===== src/rtl/seq_add_ctrl_pkg.sv =====
// Shared ALU definitions for the sequential add/subtract controller:
// controller state encoding, slice width and operation encoding.
package seq_add_ctrl_pkg;

    // Width of the shared carry-lookahead slice; one slice pass per beat.
    localparam int SLICE_W = 8;

    // Operation select encoding as presented on op_sub.
    localparam logic OP_ADD = 1'b0;
    localparam logic OP_SUB = 1'b1;

    // Controller states.
    typedef enum logic [1:0] {
        IDLE = 2'b00,
        RUN  = 2'b01,
        DONE = 2'b10
    } state_e;

    // Width of a counter that indexes 'beats' slice passes (at least one bit).
    function automatic int beat_width(input int beats);
        return (beats > 1) ? $clog2(beats) : 1;
    endfunction

endpackage : seq_add_ctrl_pkg


===== src/rtl/seq_add_ctrl_add8_slice.sv =====
// 8-bit add slice: the team's carry-lookahead block plus the sum XOR stage.
// Purely combinational; the controller reuses one instance across beats.

// Existing 8-bit carry-lookahead block: c_o[i] is the carry out of bit i.
module carry (
    input  logic [7:0] a_i,
    input  logic [7:0] b_i,
    input  logic       cin_i,
    output logic [7:0] c_o
);

    logic [7:0] gen;
    logic [7:0] prop;
    logic       acc;
    logic       chain;

    assign gen  = a_i & b_i;
    assign prop = a_i ^ b_i;

    // Flattened lookahead: each carry is the OR of every generate term
    // propagated up to bit i, plus the carry-in propagated through all bits.
    // NOTE: acc/chain are combinational temporaries updated with blocking
    // assignments and given a value at the top of the block, so the loop
    // reads the value just computed and no latch is inferred.
    always_comb begin
        c_o   = '0;
        acc   = 1'b0;
        chain = 1'b0;
        for (int i = 0; i < 8; i++) begin
            acc   = gen[i];
            chain = prop[i];
            for (int j = i - 1; j >= 0; j--) begin
                acc   = acc | (chain & gen[j]);
                chain = chain & prop[j];
            end
            c_o[i] = acc | (chain & cin_i);
        end
    end

endmodule : carry

module add8_slice
    import seq_add_ctrl_pkg::*;
(
    input  logic [SLICE_W-1:0] a_i,
    input  logic [SLICE_W-1:0] b_i,
    input  logic               cin_i,
    output logic [SLICE_W-1:0] sum_o,
    output logic               cout_o
);

    logic [SLICE_W-1:0] c;

    carry u_carry (
        .a_i   (a_i),
        .b_i   (b_i),
        .cin_i (cin_i),
        .c_o   (c)
    );

    // Each sum bit sees the carry into its position: cin for bit 0,
    // the lookahead carry of the bit below for the rest.
    assign sum_o  = a_i ^ b_i ^ {c[SLICE_W-2:0], cin_i};
    assign cout_o = c[SLICE_W-1];

endmodule : add8_slice


===== src/rtl/seq_add_ctrl.sv =====
// Multi-cycle add/subtract controller. One shared 8-bit slice is stepped
// over WIDTH/8 beats, least-significant byte first, with the ripple carry
// held in a register between beats. Reports carry-out, signed overflow
// and zero alongside the result behind a valid/ready handshake.
module seq_add_ctrl
    import seq_add_ctrl_pkg::*;
#(
    parameter int WIDTH = 32
) (
    input  logic             clock,
    input  logic             reset,
    input  logic             in_valid,
    output logic             in_ready,
    input  logic             op_sub,
    input  logic [WIDTH-1:0] data_a,
    input  logic [WIDTH-1:0] data_b,
    output logic             out_valid,
    input  logic             out_ready,
    output logic [WIDTH-1:0] result,
    output logic             carry_out,
    output logic             overflow,
    output logic             zero
);

    localparam int                BEATS     = WIDTH / SLICE_W;
    localparam int                BEAT_W    = beat_width(BEATS);
    localparam logic [BEAT_W-1:0] LAST_BEAT = BEAT_W'(BEATS - 1);

    // Operands and result are held as byte lanes so a beat index selects
    // its slice directly.
    typedef logic [BEATS-1:0][SLICE_W-1:0] lanes_t;

    state_e             state_q, state_d;
    logic [BEAT_W-1:0]  beat_q,  beat_d;
    logic               carry_q, carry_d;
    lanes_t             a_q,     a_d;
    lanes_t             b_q,     b_d;
    lanes_t             res_q,   res_d;
    logic               cout_q,  cout_d;
    logic               ovf_q,   ovf_d;
    logic               zero_q,  zero_d;

    logic [SLICE_W-1:0] slice_sum;
    logic               slice_cout;
    logic               a_msb;
    logic               b_msb;

    add8_slice u_slice (
        .a_i    (a_q[beat_q]),
        .b_i    (b_q[beat_q]),
        .cin_i  (carry_q),
        .sum_o  (slice_sum),
        .cout_o (slice_cout)
    );

    // Sign bits of A and of the effective (possibly inverted) B.
    assign a_msb = a_q[BEATS-1][SLICE_W-1];
    assign b_msb = b_q[BEATS-1][SLICE_W-1];

    // Next-state, datapath updates and flag capture for the three states.
    // NOTE: every _d signal takes its _q value first, so paths that do not
    // update a register simply hold it and no latch is inferred.
    always_comb begin
        state_d = state_q;
        beat_d  = beat_q;
        carry_d = carry_q;
        a_d     = a_q;
        b_d     = b_q;
        res_d   = res_q;
        cout_d  = cout_q;
        ovf_d   = ovf_q;
        zero_d  = zero_q;

        case (state_q)
            IDLE: begin
                if (in_valid) begin
                    a_d     = data_a;
                    // Subtraction is A + ~B + 1: invert B here, carry-in 1.
                    b_d     = (op_sub == OP_SUB) ? ~data_b : data_b;
                    carry_d = (op_sub == OP_SUB);
                    beat_d  = '0;
                    res_d   = '0;
                    state_d = RUN;
                end
            end

            RUN: begin
                res_d[beat_q] = slice_sum;
                carry_d       = slice_cout;
                if (beat_q == LAST_BEAT) begin
                    beat_d  = '0;
                    cout_d  = slice_cout;
                    ovf_d   = (a_msb == b_msb) && (slice_sum[SLICE_W-1] != a_msb);
                    zero_d  = (res_d == '0);
                    state_d = DONE;
                end else begin
                    beat_d = beat_q + BEAT_W'(1);
                end
            end

            DONE: begin
                if (out_ready) begin
                    state_d = IDLE;
                end
            end

            default: begin
                state_d = IDLE;
            end
        endcase
    end

    // State and datapath registers; reset abandons any operation in flight.
    // NOTE: non-blocking assignments let every register sample the values
    // from before the edge, independent of statement order.
    always_ff @(posedge clock or posedge reset) begin
        if (reset) begin
            state_q <= IDLE;
            beat_q  <= '0;
            carry_q <= 1'b0;
            a_q     <= '0;
            b_q     <= '0;
            res_q   <= '0;
            cout_q  <= 1'b0;
            ovf_q   <= 1'b0;
            zero_q  <= 1'b0;
        end else begin
            state_q <= state_d;
            beat_q  <= beat_d;
            carry_q <= carry_d;
            a_q     <= a_d;
            b_q     <= b_d;
            res_q   <= res_d;
            cout_q  <= cout_d;
            ovf_q   <= ovf_d;
            zero_q  <= zero_d;
        end
    end

    assign in_ready  = (state_q == IDLE);
    assign out_valid = (state_q == DONE);
    assign result    = res_q;
    assign carry_out = cout_q;
    assign overflow  = ovf_q;
    assign zero      = zero_q;

endmodule : seq_add_ctrl


===== config.mk =====
export PLATFORM = sky130hd
export DESIGN_NAME = seq_add_ctrl
export DESIGN_NICKNAME = d
export VERILOG_FILES = /design/src/rtl/seq_add_ctrl_pkg.sv /design/src/rtl/seq_add_ctrl_add8_slice.sv /design/src/rtl/seq_add_ctrl.sv
export SDC_FILE = /design/constraint.sdc
export NUM_CORES = 1
export LEC_CHECK = 0
export CAP_MARGIN = 25
export CORE_AREA = 2 2 110 112
export DETAILED_ROUTE_END_ITERATION = 12
export DIE_AREA = 0 0 112 114
export PLACE_DENSITY = 0.77
export SETUP_SLACK_MARGIN = 0.5
export SYNTH_ARGS = -nofsm -noshare
export SYNTH_HDL_FRONTEND = slang
export SYNTH_SLANG_ARGS = --single-unit
export TNS_END_PERCENT = 50

===== constraint.sdc =====
create_clock -name clock -period 9 [get_ports clock]
set_input_delay 1.8 -clock clock [delete_from_list [all_inputs] [get_ports clock]]
set_output_delay 1.8 -clock clock [all_outputs]
set_load 0.02 [all_outputs]

==> results.py <==
metrics = {
    "outcome": {
        "outcome": "completed",
    },
    "worst_setup_path": {
        "cp_max_fo": 21,
        "cpMaxStageDelayCell": "a2111oi_4",
        "cpPeakStageDelay_ns": 0.60,
        "crit_required_ns": 9.27,
        "crit_type": "reg2reg",
        "cp_cell_sequence": "buf_4 > mux4_2 > ha_1 > a211oi_2 > o31ai_4 > mux2i_1 > a2111oi_4 > a21oi_1 > nor4_1 > a32o_1",
        "startpoint_type": "flop",
        "crit_path_end_kind": "flop",
        "cp.arrival_ns": 3.96,
    },
    "place": {
        "port_buffers": 105,
        "gp_congestion": 0.861,
        "dp_hpwl_mm": 8.61,
    },
    "synth": {
        "yosys_warnings": 0,
        "yosysTopAreaCellShare": 0.507,
        "async_reset_ff_frac": 1.00,
        "synth_area_per_cell_um2": 11.6,
        "netlist_instances": 441,
        "synth_edf_count": 0,
        "synth_fp_nets": 523,
        "synth_top_cell_by_area": "dfrtp_1",
        "yosys-top-cells-area": "dfrtp_1 (51%), mux2_2 (7.0%), mux4_2 (7.0%)",
        "ys.flop_type": "dfrtp_1",
        "syn_area_mm2": 0.00513,
        "ys_ff_latch": 104,
        "yosysUniqueCellTypes": 45,
        "ys_seq_area_frac": 0.507,
    },
    "grt": {
        "grt_pass1_vias": 3901,
        "grt_usage": 0.191,
        "antenna_found_initial": 0,
        "grt_max_degree": 105,
        "grt_pass1_wl_mm": 19.2,
        "overflow": 0,
    },
    "cts": {
        "cts_buffer_depth": 2,
        "postCtsSetupBuffers": 0,
        "cts_buffers": 9,
        "ctsResizeCount": 0,
        "clk_latency_ns": 0.34,
        "clock_sinks": 104,
        "cts_tree": "yes",
        "postCtsHoldBufs": 0,
        "clkTransAtPathRegs_ns": 0.07,
        "clock-root-buffer": "clkbuf_16",
        "h-tree-depth": 3,
    },
    "timing": {
        "slew_headroom": 0.421,
        "min_period_over_period": 0.410,
        "period_needed_ns": 3.69,
        "fin_worst_skew_ns": 0.00699,
        "rsz0062_at_grt": "no",
        "setup_viol": 0,
        "max_freq_mhz": 271,
        "setup_tns_ns": 0,
        "worst_slew_pin_slew_ns": 0.868,
        "hold_violations": 0,
        "final_max_slew_viol_count": 0,
    },
    "final_layout": {
        "drive_gt1_frac": 0.139,
        "diodes": 0,
        "nets": 617,
        "syn_to_final_growth_pct": 28.8,
        "layout_common_cells": "dfrtp_1 (104), clkdlybuf4s50_1 (104), nor2_1 (60)",
    },
    "drt": {
        "initialDrtViolationCount": 268,
        "drc_errors": 0,
        "met3_length_um": 660,
        "wl_per_cell_um": 17.4,
        "ant_nets": 0,
        "viasPerCell": 5.54,
        "met2_length_mm": 6.31,
        "dr.pass1.iters": 5,
        "met1_length_mm": 4.84,
        "routed.top_layer": "met4",
        "totalWireLength_mm": 12.0,
        "via_count": 3808,
    },
    "die": {
        "rows": 40,
        "initial_core_util": 0.438,
        "die_w_um": 112,
        "dieArea_mm2": 0.0128,
        "pin_count": 106,
        "die_h_um": 114,
        "core_area_mm2": 0.0117,
    },
    "worst_hold_path": {
        "hold_class": "reg2reg",
    },
    "run": {
        "cap_viol_max_count": 0,
    },
}
-- per-stage QoR --
| step | setup slack, ns | cell area (um2) | util | hold slack, ns | std cells |
|---|---|---|---|---|---|
| floorplan | 4.47 | 5130 | - | 0.475 | 441 |
| global placement | 5.17 | 6290 | 0.537 | 0.485 | 670 |
| detailed placement | 5.11 | 6290 | 0.537 | 0.491 | 670 |
| CTS | 5.35 | 6580 | 0.562 | 0.507 | 686 |
| global route | 5.09 | 6610 | 0.564 | 0.523 | 687 |
| finish | 5.31 | 6610 | 0.564 | 0.506 | 687 |
-- layer usage --
metal,global-route usage,up-vias
met5,0,-
met4,0.0528,0
met3,0.0388,18
met2,0.349,135
met1,0.231,1882
li1,-,1773
-- worst max-delay path, delay by kind of cell, from the launching register on --
| kind | cells | cell delay [ns] |
|---|---|---|
| muxes | 2 | 0.76 |
| AOI/OAI and AO/OA | 5 | 1.43 |
| and+or+nand+nor | 1 | 0.32 |
| DFF | 1 | 0.33 |
| adders and majority gates | 1 | 0.41 |
| buffers and inverters | 1 | 0.36 |
-- synthesized netlist by cell type (7+ instances only) --
cell type  instances
xnor2_1           35
a21oi_1           41
mux4_2            16
inv_1              9
ha_1              12
a22o_1            24
o21ai_0           11
nand2_1           12
buf_1              7
mux2_2            32
nor2_1            60
nor3_1             7
clkbuf_1          19
dfrtp_1          104
-- state kept, by name (all words and copies together) (netlist names) --
signal,cells
zero,1
carry_out,1
a_msb,1
carry_q,1
result,32
b_msb,1
a_q,31
b_q,31
overflow,1
state_q,2
beat_q,2
-- cells by family (layout without fill, tap and decap cells) --
family | Yosys count | in the layout | share of synthesized area
XOR/XNOR | 38 | 38 | 0.0648
adder cells (fa/ha/maj) | 13 | 13 | 0.0332
AO/OA/AOI/OAI | 104 | 104 | 0.144
flip-flops | 104 | 104 | 0.507
multiplexers | 49 | 49 | 0.142
buffers and inverters | 35 | 134 | 0.0256
AND/OR/NAND/NOR | 98 | 98 | 0.0826
-- cell type report --
cell class	instances	area [um2]
Clock inverter	4	53.8
Inverter	9	36.3
Tap cell	147	184
Fill cell	998	5100
Multi-Input combinational cell	302	2400
Timing Repair Buffer	109	1100
Clock buffer	12	236
Sequential cell	104	2600
-- path summary, 6_finish.rpt --
check / from / end / slack (ns) / depth (start not counted)
hold / removal: a_q[27] / a_q[27] / 0.51 / 1
min in group asynchronous: reset / result[19] / 1.91 / 2
hold reg to reg: a_q[27] / a_q[27] / 0.51 / 1
setup / recovery: beat_q[0] / zero / 5.31 / 10
setup reg to reg: beat_q[0] / zero / 5.31 / 10
max in group asynchronous: reset / a_q[8] / 6.00 / 3
Power is left out: the tool's default activity adds up to more than one toggle a clock period on the data nets, which glitch-free logic cannot reach.
